===== src/rtl/div_result_bcd_conv.sv =====
// div_result_bcd_conv
//   Takes the signed quotient/remainder from the divider when it raises done.
//   Each value becomes a sign bit plus a packed-BCD magnitude. The conversion
//   is a sequential double-dabble that handles one bit per cycle. The result
//   is then published with a one-cycle out_valid strobe. A divide-by-zero
//   result skips the conversion and publishes err_out instead.
//
//   Ports:
//     clk        rising-edge clock
//     rst        asynchronous, active-low reset
//     done_in    divider done (level or pulse); its rising edge is the trigger
//     err_in     divider divide-by-zero flag, valid with done_in
//     Q_in/R_in  signed quotient / remainder, N bits two's complement
//     busy       high in every state except IDLE; new triggers are dropped
//     out_valid  one-cycle strobe: the outputs below were just updated
//     q_neg/r_neg       sign of the published Q / R
//     q_bcd/r_bcd       |Q| / |R| as packed BCD, digit 0 in [3:0]
//     err_out    the last published result was divide-by-zero
//
//   Timing: counting the edge that samples the done_in rise as edge 1,
//   out_valid is high after edge 2N+1 for a normal result. For an error
//   result it is high after edge 2.
module div_result_bcd_conv #(
  parameter int N      = 16,
  parameter int DIGITS = 5
) (
  input  logic                clk,
  input  logic                rst,
  input  logic                done_in,
  input  logic                err_in,
  input  logic [N-1:0]        Q_in,
  input  logic [N-1:0]        R_in,
  output logic                busy,
  output logic                out_valid,
  output logic                q_neg,
  output logic [4*DIGITS-1:0] q_bcd,
  output logic                r_neg,
  output logic [4*DIGITS-1:0] r_bcd,
  output logic                err_out
);

  localparam int BW = 4 * DIGITS;
  localparam int SW = BW + N;
  localparam int CW = (N > 1) ? $clog2(N) : 1;

  typedef enum logic [1:0] {IDLE, CONV_Q, CONV_R, PUBLISH} state_t;

  state_t          state, state_n;
  logic            done_q;
  logic            trig;
  logic [CW-1:0]   cnt;
  logic [SW-1:0]   sr;
  logic [SW-1:0]   adj;
  logic [SW-1:0]   step;
  logic [BW-1:0]   q_dig;
  logic [N-1:0]    q_mag;
  logic [N-1:0]    r_mag;
  logic [N-1:0]    r_mag_c;
  logic            err_c;
  logic            neg_q_c;
  logic            neg_r_c;
  logic            last_bit;

  // 2^(N-1) still fits in an N-bit unsigned field, so negating the most
  // negative input cannot overflow here.
  assign q_mag = Q_in[N-1] ? (~Q_in + 1'b1) : Q_in;
  assign r_mag = R_in[N-1] ? (~R_in + 1'b1) : R_in;

  assign trig     = done_in & ~done_q & (state == IDLE);
  assign busy     = (state != IDLE);
  assign last_bit = (cnt == CW'(N - 1));

  // One double-dabble iteration: every BCD digit >= 5 gets +3, then the
  // whole register shifts left by one.
  always_comb begin
    adj = sr;
    for (int unsigned d = 0; d < DIGITS; d++) begin
      if (sr[N + 4*d +: 4] >= 4'd5)
        adj[N + 4*d +: 4] = sr[N + 4*d +: 4] + 4'd3;
    end
    step = adj << 1;
  end

  always_ff @(posedge clk or negedge rst) begin
    if (!rst) state <= IDLE;
    else      state <= state_n;
  end

  always_comb begin
    state_n = state;
    case (state)
      IDLE:    if (trig) state_n = err_in ? PUBLISH : CONV_Q;
      CONV_Q:  if (last_bit) state_n = CONV_R;
      CONV_R:  if (last_bit) state_n = PUBLISH;
      PUBLISH: state_n = IDLE;
      default: state_n = IDLE;
    endcase
  end

  always_ff @(posedge clk or negedge rst) begin
    if (!rst) begin
      done_q    <= 1'b0;
      cnt       <= '0;
      sr        <= '0;
      q_dig     <= '0;
      r_mag_c   <= '0;
      err_c     <= 1'b0;
      neg_q_c   <= 1'b0;
      neg_r_c   <= 1'b0;
      out_valid <= 1'b0;
      q_neg     <= 1'b0;
      q_bcd     <= '0;
      r_neg     <= 1'b0;
      r_bcd     <= '0;
      err_out   <= 1'b0;
    end else begin
      done_q    <= done_in;
      out_valid <= 1'b0;
      case (state)
        IDLE: begin
          if (trig) begin
            err_c   <= err_in;
            neg_q_c <= Q_in[N-1];
            neg_r_c <= R_in[N-1];
            r_mag_c <= r_mag;
            sr      <= {{BW{1'b0}}, q_mag};
            cnt     <= '0;
          end
        end
        CONV_Q: begin
          sr  <= step;
          cnt <= cnt + CW'(1);
          if (last_bit) begin
            q_dig <= step[SW-1:N];
            // With an all-zero BCD field the first iteration is a plain
            // shift, so it is folded into the R load. CONV_R then runs the
            // remaining N-1 iterations, which keeps the total latency at
            // 2N+1 edges.
            sr    <= {{(BW-1){1'b0}}, r_mag_c, 1'b0};
            cnt   <= CW'(1);
          end
        end
        CONV_R: begin
          sr  <= step;
          cnt <= cnt + CW'(1);
        end
        PUBLISH: begin
          out_valid <= 1'b1;
          err_out   <= err_c;
          if (err_c) begin
            q_bcd <= '0;
            r_bcd <= '0;
            q_neg <= 1'b0;
            r_neg <= 1'b0;
          end else begin
            q_bcd <= q_dig;
            r_bcd <= sr[SW-1:N];
            q_neg <= neg_q_c;
            r_neg <= neg_r_c;
          end
        end
        default: ;
      endcase
    end
  end

endmodule


===== config.mk =====
export PLATFORM = sky130hd
export DESIGN_NAME = div_result_bcd_conv
export DESIGN_NICKNAME = d
export VERILOG_FILES = /design/src/rtl/div_result_bcd_conv.sv
export SDC_FILE = /design/constraint.sdc
export NUM_CORES = 1
export LEC_CHECK = 0
export CAP_MARGIN = 20
export CORE_UTILIZATION = 49
export DETAILED_ROUTE_END_ITERATION = 10
export PLACE_DENSITY_LB_ADDON = 0.15
export RECOVER_POWER = 100
export SYNTH_ARGS = -nofsm -noshare
export SYNTH_HDL_FRONTEND = slang
export SYNTH_SLANG_ARGS = --single-unit

===== constraint.sdc =====
create_clock -name clk -period 3.9 [get_ports clk]
set_input_delay 1.17 -clock clk [delete_from_list [all_inputs] [get_ports clk]]
set_output_delay 1.17 -clock clk [all_outputs]
set_load 0.005 [all_outputs]

==> reports/results.txt, run 1 <==
The flow ran to the end, but the final reports show violations. The checks that failed: capacitance limit, slew limit. The vias per cell is 5.44. The most common library cell in the layout ignoring fill and taps was dfrtp_1. The worst clock skew came out at 0.00580 ns. The total design power is 4870 uW. Timing would allow up to 0.307 GHz.

The number of vias in the routed layout was 5003; the setup slack after placement was 0.744 ns. The first global-routing pass estimated 23000 um of wire. The sequential area share after synthesis was 0.497; the width of the chip was 116 um. The post-layout instance count excluding filler cells is 919, and the number of antenna diodes is 0. The final max-slew violation count came out at 116. In the layout the commonest cells are 126 x dfrtp_1, 98 x o21ai_0, 63 x nand2_1.

STA puts the critical path data arrival time at 3.61 ns. The run gives 0 as the post-CTS repair timing setup buffer count. Leading register cell type out of synthesis: dfrtp_1.

The H-tree generated during clock tree synthesis spans 4 levels. The clock passes through at most 2 buffers. In this run the worst hold path is classified as reg2reg. After routing, the total negative slack on setup checks comes to 0 ns. The proportion of layout cells with a drive suffix above 1 works out to 0.0710. At the end of routability-driven placement, the weighted congestion stood at 0.791.

The synthesis-to-layout area growth is 24.6%, and the reg-to-reg setup timing slack is 1.04 ns. At the pin with the least slew margin, the transition time is 1.62 ns. The number of synthesized register bits was 126.

Origin of the worst setup path: done_in. Effective utilization at floorplan: 0.502. The cell sitting at the root of the clock tree is a clkbuf_16.

The critical path is of the in2reg type. Max-cap violations in this run came to 2. For this block, the routed nets add up to 13600 um of wire. STA classifies the critical path startpoint as an input pin. The via count of the first global-routing pass was 4808; the clock net sink count was 126. After the first detailed-routing iteration, the DRC count stood at 365. The final critical-path share of the clock period works out to 0.835. Die area: 0.0134 mm2.

TritonCTS built the clock tree. The largest fanout on the critical path is 17, and the aggregate global routing overflow is 0. Setup repair after global routing left no endpoint under its margin. The run gives 788 as the number of nets at the end of the flow. Measured in cells, the most critical reg-to-reg path has a length of 3. 81 I/O pins were placed.

The async set-reset flop share out of synthesis was 1.00; the clock latency on the worst-skew pair was 0.42 ns. The run gives -0.0825 as the worst slew margin relative to its limit. The peak supply drop is 0.000450 V, and the sum of net half-perimeters after detailed placement is 9510 um. Dividing the detail-routed wire length by the instance count gives 14.8 um.

The most critical setup path has its endpoint at sr[35]. The average instance in the mapped netlist occupies 9.62 um2. The placeable core region was 0.0126 mm2; the final worst-path setup slack was 0.645 ns.

The clock period could shrink to 3.25 ns. When the netlist entered floorplanning its net count stood at 713. The run gives 0 as the total number of yosys warnings. The logs give 0 for the number of failing hold endpoints at the final stage and 0 for the number of buffers inserted for hold repair after clock tree synthesis. The final count of negative-setup-slack endpoints was 0.

Entering global routing, the biggest net connects 65 pins. The number of antenna violations at the first check in global routing was 0. The logs give 0.480 ns for the worst hold slack across all endpoints and 886 for the placed instance count. The synthesized design contains 0 enable-type register cells. The count of unresolved DRC violations after routing is 0, and the total power per unit cell area is 616 mW/mm2. The vertical extent of the die was 116 um; the post-synthesis instance total was 659.

The logs give 54 for the count of different cell masters after synthesis and 0.00634 mm2 for the combined area of all synthesized cells. Buffers inserted during clock tree synthesis total 17. At the worst endpoint, the required time is 4.25 ns. The aggregate global-route resource usage came out at 0.221.

Fill cells in the final layout number 1112. The run gives 4 as the first-pass iteration count of the detailed router. The worst setup path is captured at a register.

The worst register-to-register path ends at q_bcd[2]. For this design the static power due to leakage is 0.00345 uW. During placement, the flow inserted port buffers numbering 80. Gates resized during post-CTS repair numbered 0.

The initialized floorplan defines 41 standard-cell rows. The startpoint identified for the worst register-to-register timing path is state[0]. In this run the remaining antenna-violating nets after routing total 0. The CTS clock-pin slew for the worst setup and hold paths is 0.05 ns.
routing by layer:
metal / routed length (um) / share of wire / track usage
met4: 199 / 0.015 / 0.0795
met2: 6560 / 0.48 / 0.368
met1: 6280 / 0.46 / 0.286
met5: 0 / 0 / 0
met3: 562 / 0.041 / 0.0471
power by group:
part | switching [uW] | total [uW] | internal, uW
combinational | 908 | 1520 | 614
sequential | 181 | 1730 | 1550
clock | 570 | 1620 | 1050
total | 1660 | 4870 | 3210
cells by family (layout without fill, tap and decap cells):
logic type	after synthesis	after routing	share of synthesized area
fa+ha+maj	18	18	0.0355
simple gates	187	187	0.160
flops	126	126	0.497
mux	13	13	0.0223
buf+inv	97	185	0.0606
compound gates	191	191	0.187
xor+xnor	27	27	0.0373
stage by stage:
stage / utilization / cell area [um2]
6_report: 0.626 / 7900
5_1_grt: 0.626 / 7900
4_1_cts: 0.627 / 7910
3_5_place_dp: 0.578 / 7300
3_3_place_gp: 0.578 / 7300
2_1_floorplan: - / 6340
worst max-delay path, stage by stage:
cell           delay (ns)
dlygate4sd3_1        0.56
nand2b_1             0.12
a21oi_1              0.88
nand3_1              0.15
clkbuf_1             0.38
a21oi_1              0.23
a21o_1               0.10
cell type report:
cell class | instances | area [um2] | share of cell area
Multi-Input combinational cell | 436 | 2800 | 0.355
Sequential cell | 126 | 3150 | 0.399
Timing Repair Buffer | 91 | 888 | 0.112
Tap cell | 172 | 215 | 0.0272
Clock buffer | 21 | 470 | 0.0595
Inverter | 62 | 233 | 0.0294
Clock inverter | 11 | 139 | 0.0176
synth_stat cells (2+ instances only):
cell type / instances / share of area
a211oi_1: 2 / 0.0024
a21o_1: 6 / 0.0071
a21oi_1: 24 / 0.019
a221o_1: 4 / 0.0063
a221oi_1: 11 / 0.015
a22o_1: 4 / 0.0055
a22oi_1: 2 / 0.0024
a31oi_1: 7 / 0.0069
a41oi_1: 4 / 0.0055
and3_1: 4 / 0.0039
buf_1: 8 / 0.0047
buf_2: 4 / 0.0032
buf_4: 2 / 0.0024
clkbuf_1: 20 / 0.012
dfrtp_1: 126 / 0.50
ha_1: 18 / 0.036
inv_1: 62 / 0.037
mux2_2: 9 / 0.016
mux2i_1: 4 / 0.0063
nand2_1: 63 / 0.037
nand2b_1: 7 / 0.0069
nand3_1: 5 / 0.0039
nand3b_1: 44 / 0.052
nand4_1: 2 / 0.0020
nor2_1: 24 / 0.014
nor2b_1: 3 / 0.0030
nor3_1: 14 / 0.011
nor3b_1: 6 / 0.0071
nor4_1: 3 / 0.0030
o21a_1: 6 / 0.0071
o21ai_0: 95 / 0.075
o21ai_1: 3 / 0.0024
o22ai_1: 10 / 0.0099
o31ai_1: 5 / 0.0059
o41ai_1: 2 / 0.0028
or3_1: 2 / 0.0020
or4_1: 2 / 0.0024
xnor2_1: 11 / 0.015
xor2_1: 16 / 0.022
worst min-delay path by stage:
stage / start / end / slack [ns] / depth (start not counted)
CTS: sr[2] / sr[2] / 0.48 / 1
floorplan: q_dig[0] / q_dig[0] / 0.45 / 2
global placement: q_dig[9] / q_dig[9] / 0.46 / 2
finish: q_dig[0] / q_dig[0] / 0.48 / 2
detailed placement: sr[2] / sr[2] / 0.47 / 1
global route: q_dig[14] / q_dig[14] / 0.50 / 2
sequential cells by signal (all words and copies together), names as in the netlist:
register and cells:
cnt 4, done_q 1, err_c 1, err_out 1, neg_q_c 1, neg_r_c 1
out_valid 1, q_bcd 20, q_dig 20, q_neg 1, r_bcd 20, r_mag_c 16
r_neg 1, sr 36, state 2
Note: power is estimated with default switching activity, not from simulation.
==> run 2: changes to the inputs <==
- clock period: 3.9 -> 2.9 ns (I/O delays scaled with it)
==> run 2 against run 1 <==
Against the previous run: the run now ends clean; cell count rose by 0.87%; total power up 31%; non-clock buffer count rose by 8; wire length increased by 2.5%; sequential share of layout area up 0.17 points; largest power group unchanged; critical path depth fell by 3; die area unchanged; largest cell class unchanged; setup slack worse by 0.45 ns; utilization is 0.27 points lower; worst hold slack improved by 0.0057 ns; first-iteration DRC count down 13%; design area down 0.43%.
==> reports/results.txt, run 2 (synthesis gave the netlist of run 1 again) <==
After clock tree synthesis, the clock-pin slew on the worst setup and hold paths is 0.06 ns. STA classifies the critical path startpoint as a register. Summed over all layers, the global routing overflow is 0. The run gives 0 as the count of antenna-violating nets left after detailed routing.

The share of power burned in combinational logic is 0.312. After detailed routing, the number of remaining DRC violations is 0. For this design the static power due to leakage is 0.00346 uW. The total power per unit cell area is 810 mW/mm2, and the number of buffers inserted by port buffering is 80. Internal portion of total power: 4150 uW.

For the placeable core region, the log shows 0.0126 mm2. The die covers 0.0134 mm2. After detailed routing, the average wire length per cell comes to 15.0 um. The most common library cell in the layout ignoring fill and taps was dfrtp_1.

Counting the fill cells in the layout gives 1109. sr holds more flip-flops than any other register. TritonCTS built the clock tree. For the number of antenna violations at the first check in global routing, the log shows 0. The post-CTS repair timing setup buffer count came out at 0. After clock tree synthesis, the repair step resized 0 gates. Final total negative setup slack: 0 ns. The flow ran to the end, and the final reports show no timing, DRC or antenna violations. The routed layout has 5058 vias. Entering global routing, the biggest net connects 49 pins. First-pass GRT wire length: 23500 um. In this run, post-CTS hold repair placed 0 buffers. The tools report the clock root buffer as clkbuf_16. The flip-flop count of the largest register after layout works out to 36. The share of total power in sequential cells was 0.369; the slew at the pin closest to its max-slew limit was 1.39 ns. Including well taps, the total number of placed cells is 895. The row count was 41; the via count of the first global-routing pass was 4931. Before antenna repair, the detailed router went through 7 iterations.

The final critical-path share of the clock period was 0.931. The maximum root-to-sink buffer count came out at 2. STA classifies the critical path endpoint as an output pin.

The run gives 0.0422 ns as the setup slack after placement. The power share of the clock group is 0.319. Across the run, the number of max-cap violations was 0. The repair_antennas step left the layout with diodes totalling 0. CTS built an H-tree with a depth of 4.

The floorplan step set the die height to 116 um. The final max-slew violation count is 0, and the highest achievable clock rate is 0.370 GHz. At the end of the flow, the number of nets in the layout was 796.

The clock net sink count was 126. The number of failing hold endpoints at the final stage was 0; the power dissipated by switching net loads was 2230 uW. The clock latency on the worst-skew pair came out at 0.42 ns. The critical path is of the reg2out type. The first routing iteration left 318 violations.

The CTS buffer count was 17; the synthesis-to-layout area growth was 24.1%. The run gives 927 as the post-layout instance count excluding filler cells. Using the TritonRoute via totals, the vias-per-cell ratio works out to 5.46.

In this run the worst path has a maximum fanout of 8. The min-delay analysis places its worst path in the category reg2reg. The run gives 0.226 as the aggregate global-route resource usage. Setup violations remaining at the end of the flow were counted as 0. Across all hold checks on the routed design, the worst slack comes to 0.485 ns.

STA puts the critical path data arrival time at 1.83 ns. For the sum of net half-perimeters after detailed placement, the log shows 9930 um. The worst slew margin relative to its limit was 0.0723; the proportion of layout cells with a drive suffix above 1 was 0.0795. The final critical-path required period was 2.70 ns. The peak supply drop was 0.000597 V.

The data required time of the critical path is 2.03 ns. The width of the chip is 116 um, and the overall routed net length is 13900 um. The tools report the flip-flop and latch area as 0.00315 mm2.

The library cells used most frequently in the layout, excluding fill and tap cells, are 126 x dfrtp_1, 97 x o21ai_0, 63 x nand2_1. The logs give 0.502 for the effective utilization at floorplan and 0.00853 ns for the worst clock skew. Setup repair after global routing left no endpoint under its margin. The fraction of power spent switching nets works out to 0.349. In the final layout, the multi-input gates occupy 0.00280 mm2.

After layout, the worst setup slack is 0.200 ns. 81 I/O pins were placed. Routability-driven placement finished with a final weighted congestion of 0.831.
[run 2: area by class of cell]
| cell class | count | area share |
|---|---|---|
| Clock inverter | 11 | 0.0114 |
| Multi-Input combinational cell | 436 | 0.355 |
| Inverter | 62 | 0.0296 |
| Tap cell | 172 | 0.0273 |
| Timing Repair Buffer | 99 | 0.114 |
| Sequential cell | 126 | 0.401 |
| Clock buffer | 21 | 0.0611 |
[run 2: power groups by stage]
stage,logic (uW),registers (uW),clock network [uW]
after global routing,2240,2400,2150
after CTS,2090,2350,2070
after global placement,2030,2370,0
after detailed placement,2090,2380,0
after floorplan,1510,2260,0
final,1990,2350,2030
[run 2: layer usage]
metal  track usage  wire length, um
met1         0.291             6340
met2         0.377             6910
met3        0.0418              484
met4        0.0932              212
met5             0                0
[run 2: critical path, cell delays in order, from the launching register on]
cell and delay, ns:
dfrtp_1 0.43, inv_1 0.13, ha_1 0.33, inv_1 0.08, clkdlybuf4s50_1 0.45
[run 2: final timing paths]
path / cells past startpoint / end / slack [ns] / startpoint
worst max-delay path: 4 / busy / 0.20 / state[1]
worst min-delay path: 2 / q_dig[12] / 0.49 / q_dig[12]
worst max register to register: 8 / sr[11] / 0.39 / state[1]
worst min register to register: 2 / q_dig[12] / 0.49 / q_dig[12]
max in group asynchronous: 2 / r_mag_c[7] / 0.78 / rst
min in group asynchronous: 1 / r_bcd[12] / 0.64 / rst
[run 2: per-stage QoR]
step	power (uW)	util	cell area (um2)
6_report	6380	0.624	7870
5_1_grt	6790	0.624	7870
4_1_cts	6520	0.629	7940
3_5_place_dp	4470	0.584	7360
3_3_place_gp	4400	0.584	7360
2_1_floorplan	3760	-	6340
